==> src/rtl/multiword_adder_seq.sv <==
// Sequential wide adder: one N-bit ripple stage reused per chunk, LSB first; result WORDS cycles after accept, held until out_ready.
// in_ready only in IDLE (no accept/output overlap); `MWADD_OVERFLOW_EN adds a registered signed-overflow output ovf.

module rca_nbit #(
   parameter int N = 4
) (
   input  logic [N-1:0] x,
   input  logic [N-1:0] y,
   input  logic         c_in,
   output logic [N-1:0] s,
   output logic         c_out
);
   logic [N:0] c;

   always_comb begin
      c    = '0;
      s    = '0;
      c[0] = c_in;
      for (int i = 0; i < N; i++) begin
         s[i]   = x[i] ^ y[i] ^ c[i];
         c[i+1] = (x[i] & y[i]) | (c[i] & (x[i] ^ y[i]));
      end
      c_out = c[N];
   end
endmodule

module multiword_adder_seq #(
   parameter int N     = 4,
   parameter int WORDS = 4
) (
   input  logic                 clk,
   input  logic                 rst,
   input  logic                 in_valid,
   output logic                 in_ready,
   input  logic [N*WORDS-1:0]   a,
   input  logic [N*WORDS-1:0]   b,
   input  logic                 c_in,
   output logic                 out_valid,
   input  logic                 out_ready,
   output logic [N*WORDS-1:0]   sum,
   output logic                 c_out,
`ifdef MWADD_OVERFLOW_EN
   output logic                 ovf,
`endif
   output logic                 busy
);
   localparam int W  = N * WORDS;
   localparam int KW = (WORDS > 1) ? $clog2(WORDS) : 1;

   typedef enum logic [1:0] {
      IDLE = 2'd0,
      RUN  = 2'd1,
      DONE = 2'd2
   } state_t;

   state_t         state_q, state_d;
   logic [W-1:0]   a_q, a_d;
   logic [W-1:0]   b_q, b_d;
   logic [W-1:0]   sum_q, sum_d;
   logic           carry_q, carry_d;
   logic [KW-1:0]  k_q, k_d;
   logic           cout_q, cout_d;
   logic           ovld_q, ovld_d;
`ifdef MWADD_OVERFLOW_EN
   logic           a_msb_q, a_msb_d;
   logic           b_msb_q, b_msb_d;
   logic           ovf_q, ovf_d;
`endif

   logic           accept;
   logic           last_chunk;
   logic [N-1:0]   rca_s;
   logic           rca_c;

   rca_nbit #(.N(N)) u_rca (
      .x     (a_q[N-1:0]),
      .y     (b_q[N-1:0]),
      .c_in  (carry_q),
      .s     (rca_s),
      .c_out (rca_c)
   );

   assign accept     = in_valid && in_ready;
   assign last_chunk = (state_q == RUN) && (k_q == KW'(WORDS - 1));

   // FSM: state register
   always_ff @(posedge clk) begin
      if (rst) begin
         state_q <= IDLE;
      end else begin
         state_q <= state_d;
      end
   end

   // FSM: next state
   always_comb begin
      state_d = state_q;
      case (state_q)
         IDLE:    if (in_valid)  state_d = RUN;
         RUN:     if (last_chunk) state_d = DONE;
         DONE:    if (out_ready) state_d = IDLE;
         default: state_d = IDLE;
      endcase
   end

   // FSM: state-decoded outputs
   always_comb begin
      in_ready = 1'b0;
      busy     = 1'b0;
      case (state_q)
         IDLE:    in_ready = 1'b1;
         RUN:     busy     = 1'b1;
         DONE:    busy     = 1'b1;
         default: in_ready = 1'b0;
      endcase
   end

   // Datapath next state
   always_comb begin
      a_d     = a_q;
      b_d     = b_q;
      sum_d   = sum_q;
      carry_d = carry_q;
      k_d     = k_q;
      cout_d  = cout_q;
      ovld_d  = ovld_q;
`ifdef MWADD_OVERFLOW_EN
      a_msb_d = a_msb_q;
      b_msb_d = b_msb_q;
      ovf_d   = ovf_q;
`endif
      if (accept) begin
         a_d     = a;
         b_d     = b;
         carry_d = c_in;
         k_d     = '0;
`ifdef MWADD_OVERFLOW_EN
         a_msb_d = a[W-1];
         b_msb_d = b[W-1];
`endif
      end else if (state_q == RUN) begin
         // New chunk enters at the top so after WORDS shifts chunk 0 sits at the bottom.
         sum_d   = (sum_q >> N) | (W'(rca_s) << (W - N));
         a_d     = a_q >> N;
         b_d     = b_q >> N;
         carry_d = rca_c;
         if (last_chunk) begin
            cout_d = rca_c;
            ovld_d = 1'b1;
`ifdef MWADD_OVERFLOW_EN
            ovf_d  = (a_msb_q == b_msb_q) && (rca_s[N-1] != a_msb_q);
`endif
         end else begin
            k_d = k_q + KW'(1);
         end
      end else if ((state_q == DONE) && out_ready) begin
         ovld_d = 1'b0;
      end
   end

   always_ff @(posedge clk) begin
      if (rst) begin
         a_q     <= '0;
         b_q     <= '0;
         sum_q   <= '0;
         carry_q <= 1'b0;
         k_q     <= '0;
         cout_q  <= 1'b0;
         ovld_q  <= 1'b0;
`ifdef MWADD_OVERFLOW_EN
         a_msb_q <= 1'b0;
         b_msb_q <= 1'b0;
         ovf_q   <= 1'b0;
`endif
      end else begin
         a_q     <= a_d;
         b_q     <= b_d;
         sum_q   <= sum_d;
         carry_q <= carry_d;
         k_q     <= k_d;
         cout_q  <= cout_d;
         ovld_q  <= ovld_d;
`ifdef MWADD_OVERFLOW_EN
         a_msb_q <= a_msb_d;
         b_msb_q <= b_msb_d;
         ovf_q   <= ovf_d;
`endif
      end
   end

   assign sum       = sum_q;
   assign c_out     = cout_q;
   assign out_valid = ovld_q;
`ifdef MWADD_OVERFLOW_EN
   assign ovf       = ovf_q;
`endif

endmodule

==> config.mk <==
export PLATFORM = sky130hd
export DESIGN_NAME = multiword_adder_seq
export DESIGN_NICKNAME = d
export VERILOG_FILES = /design/src/rtl/multiword_adder_seq.sv
export SDC_FILE = /design/constraint.sdc
export NUM_CORES = 1
export LEC_CHECK = 0
export BUFFER_PORTS_ARGS = -buffer_cell sky130_fd_sc_hd__clkbuf_2
export CAP_MARGIN = 15
export CORE_AREA = 2 2 70 122
export DETAILED_ROUTE_END_ITERATION = 8
export DIE_AREA = 0 0 72 124
export GPL_TIMING_DRIVEN = 0
export PLACE_DENSITY_LB_ADDON = 0.05
export SYNTH_ARGS = -nofsm -noshare
export SYNTH_HDL_FRONTEND = slang
export SYNTH_HIERARCHICAL = 1
export SYNTH_SLANG_ARGS = --single-unit
==> constraint.sdc <==
create_clock -name clk -period 2.4 [get_ports clk]
set_clock_uncertainty 0.1 [all_clocks]
set_input_delay 0.12 -clock clk [delete_from_list [all_inputs] [get_ports clk]]
set_output_delay 0.12 -clock clk [all_outputs]
set_load 0.05 [all_outputs]
== Yosys cells after proc, flatten, opt, wreduce, memory -nomap -nowiden ==
Index checks and enable logic that the tools add are counted.

* Multipliers: 0
* Shift-type cells: 0
* Reduce and logical (&&, ||, !) cells: 13
* Magnitude comparators: 0
* Bitwise operators: 23
* Multiplexer cells: 15
* Equal/unequal tests: 6
* Div/mod/pow operators: 0
* Add/subtract/negate cells: 1

{| class="wikitable"
|+ Operators by type and width
! operator !! count
|-
| 2-to-1 mux 16 bit || 4
|-
| OR 12 x 16 -> 16 bit || 1
|-
| AND reduction 3 bit || 3
|-
| bitwise AND 1 bit || 8
|-
| XOR 1 bit || 8
|-
| 2-to-1 mux 1 bit || 7
|-
| 2-to-1 mux 2 bit || 3
|-
| inequality test 2 bit, second input constant || 3
|-
| one-hot mux 2 bit (3 select lines) || 1
|-
| == test 2 bit, second input constant || 2
|-
| OR 1 bit || 4
|-
| AND reduction 2 bit || 2
|-
| nonzero test 2 bit || 2
|-
| OR reduction 2 bit || 2
|-
| logical AND 1 bit || 3
|-
| adder 2 x 1 -> 2 bit, second input constant || 1
|-
| == test 2 x 1 -> 1 bit, second input constant || 1
|-
| logical NOT 2 bit || 1
|-
| NOT 1 bit || 2
|}

* RAM bits: 0
* Memories: 0
* Memory bits (read-only): 0
* Latch bits: 0
* Bits in registers: 55
* Output and inout port bits: 20
* Input bits: 37

== Logic depth before layout (Yosys ltp) ==
Gate-level depths: netlist of the first run.

* Word-level depth: 11
* Depth in mapped cells: 10
* Gate-level depth less buffers: 10

== Hierarchy ==
The synthesis of the first run kept the hierarchy.

{| class="wikitable"
|+ Modules (own cells, without submodules)
! module !! cells each !! instances !! seq. area each (µm²) !! area each (µm²)
|-
| multiword_adder_seq || 237 || 1 || 1,101.1 || 2,372.3
|-
| rca_nbit || 14 || 1 || 0.0 || 117.6
|}

== Worst setup path before layout of the first run ==
OpenSTA, ideal clock, no wires.

* Path type: flip-flop to flip-flop
* Start: register b_q[0]
* End: register sum_q[15] (netlist: sum[15])
* Stages on the path, launching flop included: 11
* Slack: 0.273 ns
* Required time: 2.235 ns
* Data arrival time: 1.962 ns
* Setup time: 0.065 ns
* Path through: dfxtp_1 -> fa_1 -> inv_1 -> fa_1 -> inv_1 -> fa_1 -> inv_1 -> fa_1 -> inv_1 -> mux2i_1 -> nor2_1

* Cells in the longest elaborated chain, start to end: 9

{| class="wikitable"
|+ RTL lines
! what !! RTL line !! text
|-
| start, declared || 58 || <nowiki>logic [W-1:0] b_q, b_d;</nowiki>
|-
| start signal, assigned || 164 || <nowiki>b_q <= '0;</nowiki>
|-
| start signal, assigned || 177 || <nowiki>b_q <= b_d;</nowiki>
|-
| XOR 1 bit || 21 || <nowiki>c[i+1] = (x[i] & y[i]) | (c[i] & (x[i] ^ y[i]));</nowiki>
|-
| bitwise AND 1 bit || 21 ||
|-
| OR 1 bit (*) || 21 ||
|-
| bitwise AND 1 bit (*) || 21 ||
|-
| OR 1 bit (*) || 21 ||
|-
| bitwise AND 1 bit (*) || 21 ||
|-
| OR 1 bit (*) || 21 ||
|-
| XOR 1 bit (*) || 20 || <nowiki>s[i] = x[i] ^ y[i] ^ c[i];</nowiki>
|-
| named net rca_s[3] || 72 || <nowiki>logic [N-1:0] rca_s;</nowiki>
|-
| OR 12 x 16 -> 16 bit (*) || 143 || <nowiki>sum_d = (sum_q >> N) | (W'(rca_s) << (W - N));</nowiki>
|-
| end signal, assigned || 178 || <nowiki>sum_q <= sum_d;</nowiki>
|-
| end, declared || 59 || <nowiki>logic [W-1:0] sum_q, sum_d;</nowiki>
|}

The timed path passes the listed nets; every way through them passes the cells marked *.
A chain may end at the register's enable or synchronous reset.

== Worst setup path in the final report of the first run ==
Ends and elaborated chain as after synthesis.

==> results of run 1 <==
[critical path, delay by kind of cell (launching register included)]
kind,cells,cell delay [ps]
simple gates,1,80
mux,1,60
fa+ha+maj,4,1330
buf+inv,4,270
flops,1,340
[timing repair]
item,CTS,global route
hold endpoints to repair,16,0
hold buffers,16,0
endpoints found under the setup margin,0,1
buffers inserted,0,0
gates resized for setup,0,2
[cells in the final DEF, fill, tap and decap left out, types with 5 or more instances in the layout]
master,n
a211oi_1,25
a21oi_1,9
buf_1,5
buf_2,6
clkbuf_16,5
clkbuf_2,56
dfxtp_1,53
dlygate4sd3_1,16
ha_1,5
inv_1,14
mux2i_1,44
nand2_1,12
nand3b_1,8
nor2_1,41
[power groups by stage]
stage               clock network, W  registers [W]  logic, W
floorplan                          0        0.00132  0.000997
global placement                   0        0.00126   0.00138
detailed placement                 0        0.00127   0.00139
CTS                         0.000722        0.00124   0.00142
global route                0.000764        0.00127   0.00152
finish                      0.000693        0.00124   0.00138
[routing by layer]
layer  wire length [um]  GRT usage [%]
met1               2540           16.0
met2               3440           28.7
met3                205           2.91
met4                101           5.31
met5                  0              0
[final timing paths]
path | startpoint | endpoint | slack [ps] | cells after the start
worst max register to register | b_q[0] | sum[15] | 160 | 10
worst min register to register | a_q[12] | a_q[12] | 390 | 2
worst min-delay path | b[4] | b_q[4] | 3 | 3
worst max-delay path | b_q[0] | sum[15] | 160 | 10
[sequential cells by signal, summed over array words and instances, names as in the netlist]
name,count
out_valid,1
b_q,16
c_out,1
state_q,2
a_q,16
sum,16
k_q,2
carry_q,1
[kinds of logic (layout without fill, tap and decap cells)]
kind of cell / Yosys count / after routing / share of synthesized area (%)
DFF: 55 / 55 / 44.2
buffers and inverters: 33 / 111 / 7.49
AOI/OAI and AO/OA: 38 / 38 / 11.1
muxes: 44 / 44 / 17.7
and+or+nand+nor: 71 / 71 / 13.5
xor gates and xnor gates: 1 / 1 / 0.352
adders and majority gates: 9 / 9 / 5.73
[metrics by stage]
stage	setup slack [ps]	instance area [sq um]
floorplan	273	2490
global placement	158	2880
detailed placement	147	2880
CTS	130	3170
global route	4.40	3170
finish	160	3170
[layout make-up]
| class | count | area share [%] |
|---|---|---|
| Sequential cell | 55 | 34.8 |
| Inverter | 14 | 1.66 |
| Timing Repair Buffer | 72 | 13.9 |
| Clock buffer | 6 | 4.06 |
| Multi-Input combinational cell | 163 | 37.9 |
| Buffer | 19 | 4.22 |
| Tap cell | 90 | 3.55 |
==> impl_metrics.csv, run 1 <==
group,metric,value,unit
run_status,status,"finished clean",
drt,ant_nets,0,
grt,grt_pass1_wl,10.0,mm
clock_tree,cts_max_level,2,
sta,holdWs,3.36,ps
grt,grt_pass1_vias,1987,
cells_and_area,fillers,826,
cells_and_area,final_core_util,40.1,%
clock_tree,cts-root-buf,"clkbuf_16",
sta,fin_crit_sh,93.3,%
placement,dp_hpwl,4.71,mm
cells_and_area,syn_to_final_growth,27.5,%
cells_and_area,antenna_cells,0,
die,fp.dieH,124,um
setup_path,crit_type,"register to register",
sta,drv_slew,0,
setup_path,cp_data_arrival_time,2370,ps
cells_and_area,drive_above_1_share,24.0,%
yosys,synthDistinctLibCells,26,
drt,vias_per_cell,4.75,
pwr,power.share.combinational,41.7,%
job,max_cap_viol_count,0,
yosys,async_flop_share,0,%
clock_tree,cts-buffers-inserted,5,
drt,drcViolationCount,0,
sta,finalCriticalPeriod,2240,ps
setup_path,crit_fanout,2,
die,initial_core_util,31.5,%
pwr,switchingPower,0.00125,W
yosys,ys_seq_elements,55,
pwr,vdd_drop_max,0.468,mV
pwr,clkPwrFrac,20.9,%
die,io_pins,57,
die,die_area,0.00893,sq mm
pwr,p_leak,1.33,nW
yosys,yosysSeqAreaShare,44.2,%
pwr,power_frac_seq,37.5,%
cells_and_area,multi_input_area,0.00120,sq mm
setup_path,cp-end-kind,"register",
yosys,netlist_area,0.00249,sq mm
min_path,min_path_type,"primary input to register",
pwr,p_int,0.00207,W
drt,vias,1990,
sta,rsz0062_at_grt,"no",
cells_and_area,layout.nets,376,
placement,place_congestion,0.712,
clock_tree,cts.path.max_buffers,2,
yosys,synth_nets,297,
yosys,synth_top_flop_cell,"dfxtp_1",
setup_path,slowest_stage,"fa_1",
grt,grt_use_total,15.0,%
pwr,powerDensity,1050,mW/mm^2
drt,dr.pass1.iters,4,
yosys,ys_top_cells_by_area,"dfxtp_1 44%, mux2i_1 18%, a211oi_1 7.5%",
pwr,p_total,0.00332,W
sta,setup_viol,0,
grt,grt_antenna_before_repair,0,
clock_tree,clk_latency,290,ps
yosys,synth_edf_count,0,
yosys,postSynthCellCount,251,
placement,io_buffers,56,
cells_and_area,seqCellArea,0.00110,sq mm
yosys,yosysMostFrequentCell,"dfxtp_1",
die,num_rows,43,
cells_and_area,final_cells,419,
sta,max_freq,446,MHz
sta,finalHoldViolations,0,
setup_path,cp-start-kind,"register",
yosys,yosys_warnings,6,
yosys,post-synth-top-area-cell,"dfxtp_1",
clock_tree,clkTransAtPathRegs,70,ps
drt,wl,6.29,mm
drt,drtIter0Drc,38,
yosys,avgSynthCellArea,9.92,sq um
yosys,yosysTopAreaCellShare,44.2,%
setup_path,crit_chain,"fa_1, inv_1, fa_1, inv_1, fa_1, inv_1, fa_1, inv_1, mux2i_1, nor2_1",
pwr,switching_share,37.6,%
setup_path,crit_required,2530,ps
setup_path,slowest_delay,410,ps
die,die_w,72,um
sta,worst_pin_slew,606,ps
sta,timing.setup.tns,0,ps
drt,wl_per_cell,15.0,um
grt,grt_max_degree,15,
clock_tree,cts_tree,"done",
placement,placed_cells,397,
yosys,synth_commonest_cells,"55 x dfxtp_1, 44 x mux2i_1, 41 x nor2_1, 25 x a211oi_1, 14 x inv_1",
grt,overflow,0,
sta,slew_headroom,59.6,%
die,core,0.00791,sq mm
clock_tree,cts_sinks,55,
No activity file was read; power rests on OpenSTA's default activity.
==> run 2, diff against run 1 <==
==> constraint.sdc (replaced) <==
create_clock -name clk -period 2.7 [get_ports clk]
set_clock_uncertainty 0.1 [all_clocks]
set_input_delay 0.135 -clock clk [delete_from_list [all_inputs] [get_ports clk]]
set_output_delay 0.135 -clock clk [all_outputs]
set_load 0.05 [all_outputs]
==> impl_metrics.csv, run 2 (synthesized netlist as in run 1, its figures left out) <==
group,metric,value,unit
run_status,status,"finished clean",
clock_tree,ctsResizeCount,0,
setup_path,startpoint,"a_q[0]",
pwr,vdd_drop_max,0.417,mV
placement,io_buffers,56,
setup_path,crit_type,"register to register",
clock_tree,clk_latency,290,ps
die,core,0.00791,sq mm
die,fp.dieH,124,um
grt,grt_antenna_before_repair,0,
drt,dr.pass1.iters,4,
setup_path,cp-start-kind,"register",
cells_and_area,syn_to_final_growth,24.2,%
sta,setup_viol,0,
pwr,powerDensity,952,mW/mm^2
grt,overflow,0,
grt,grt_pass1_vias,1967,
cells_and_area,layout.nets,368,
die,num_rows,43,
clock_tree,clkTransAtPathRegs,70,ps
setup_path,slowest_delay,400,ps
setup_path,cp-end-kind,"register",
clock_tree,cts.path.max_buffers,2,
clock_tree,cts_setup_buffers,0,
sta,finalHoldViolations,0,
setup_path,crit_required,2800,ps
drt,wl_per_cell,15.2,um
setup_path,slowest_stage,"dfxtp_1",
grt,use_met3,2.99,%
job,max_cap_viol_count,0,
setup_path,crit_chain,"fa_1, inv_1, fa_1, inv_1, fa_1, inv_1, fa_1, inv_1, mux2i_1, a211oi_1",
sta,max_freq,438,MHz
die,die_w,72,um
cells_and_area,antenna_cells,0,
pwr,p_leak,1.30,nW
cells_and_area,drive_above_1_share,24.0,%
clock_tree,cts-root-buf,"clkbuf_16",
grt,gr-usage-met2,28.5,%
clock_tree,cts_sinks,55,
setup_path,crit_fanout,2,
drt,drtIter0Drc,38,
clock_tree,cts_hold_buf,8,
sta,slew_headroom,59.4,%
clock_tree,cts-buffers-inserted,5,
sta,finalCriticalPeriod,2280,ps
min_path,min_path_type,"primary input to register",
cells_and_area,layout_commonest_cell,"clkbuf_2",
sta,rsz0062_at_grt,"no",
cells_and_area,fillers,829,
sta,worst_pin_slew,610,ps
drt,vias,1964,
sta,holdWs,5.63,ps
clock_tree,cts_tree,"done",
drt,wl,6.23,mm
setup_path,cp_data_arrival_time,2380,ps
grt,grt_pass1_wl,9.92,mm
placement,place_congestion,0.712,
drt,drcViolationCount,0,
die,initial_core_util,31.5,%
grt,use_met1,15.8,%
sta,fin_crit_sh,84.5,%
die,io_pins,57,
drt,ant_nets,0,
placement,dp_hpwl,4.71,mm
die,die_area,0.00893,sq mm
sta,drv_slew,0,
grt,top_usage_layer,"met2",
clock_tree,cts_max_level,2,
grt,grt_max_degree,15,
min_path,hold_start,"a[3]",
setup_path,r2r_start,"a_q[0]",
grt,grt_use_total,14.9,%
sta,timing.setup.tns,0,ps
cells_and_area,mostFrequentLayoutCells,"56 x clkbuf_2, 55 x dfxtp_1, 44 x mux2i_1",
drt,vias_per_cell,4.78,
## run 2: changes by cell type in the layout (fill, tap and decap cells not counted), sizes merged
cell,previous run,this run
dlygate4sd3,16,8
## run 2: final timing paths
check | slack [ps] | depth (start not counted) | to
max | 420 | 10 | carry_q
min | 6 | 3 | a_q[3]
max reg2reg | 420 | 10 | carry_q
min reg2reg | 390 | 2 | a_q[12]
## run 2: metrics by stage
step | utilization (%) | total power (W) | cells | area (sq um) | setup slack [ps]
5_1_grt | 39.1 | 0.00315 | 411 | 3090 | 286
3_5_place_dp | 36.4 | 0.00236 | 397 | 2880 | 447
3_3_place_gp | 36.4 | 0.00235 | 397 | 2880 | 458
6_report | 39.1 | 0.00294 | 411 | 3090 | 419
2_1_floorplan | - | 0.00206 | 251 | 2490 | 573
4_1_cts | 39.1 | 0.00300 | 411 | 3090 | 430
## run 2: final cells by class
class / count / area [sq um] / area share (%)
Clock buffer: 6 / 129 / 4.17
Timing Repair Buffer: 64 / 360 / 11.7
Tap cell: 90 / 113 / 3.64
Multi-Input combinational cell: 163 / 1200 / 38.9
Inverter: 14 / 52.6 / 1.70
Sequential cell: 55 / 1100 / 35.6
Buffer: 19 / 134 / 4.33
## run 2: metal layers
metal / share of wire, % / vias up / wire [um]
li1: - / 997 / -
met4: 1.6 / 0 / 100
met5: 0 / - / 0
met3: 3.7 / 6 / 233
met1: 40 / 915 / 2470
met2: 55 / 46 / 3420
## run 2: power by group
group | switching, W | total [W] | internal [W]
sequential | 0.000115 | 0.00110 | 0.000990
clock | 0.000282 | 0.000617 | 0.000335
combinational | 0.000713 | 0.00122 | 0.000508
## run 2: worst max-delay path: cells and delay by family, from the launching register on
family | cells | cell delay, ps
mux | 1 | 90
buf+inv | 4 | 310
flops | 1 | 400
compound gates | 1 | 230
fa+ha+maj | 4 | 1050
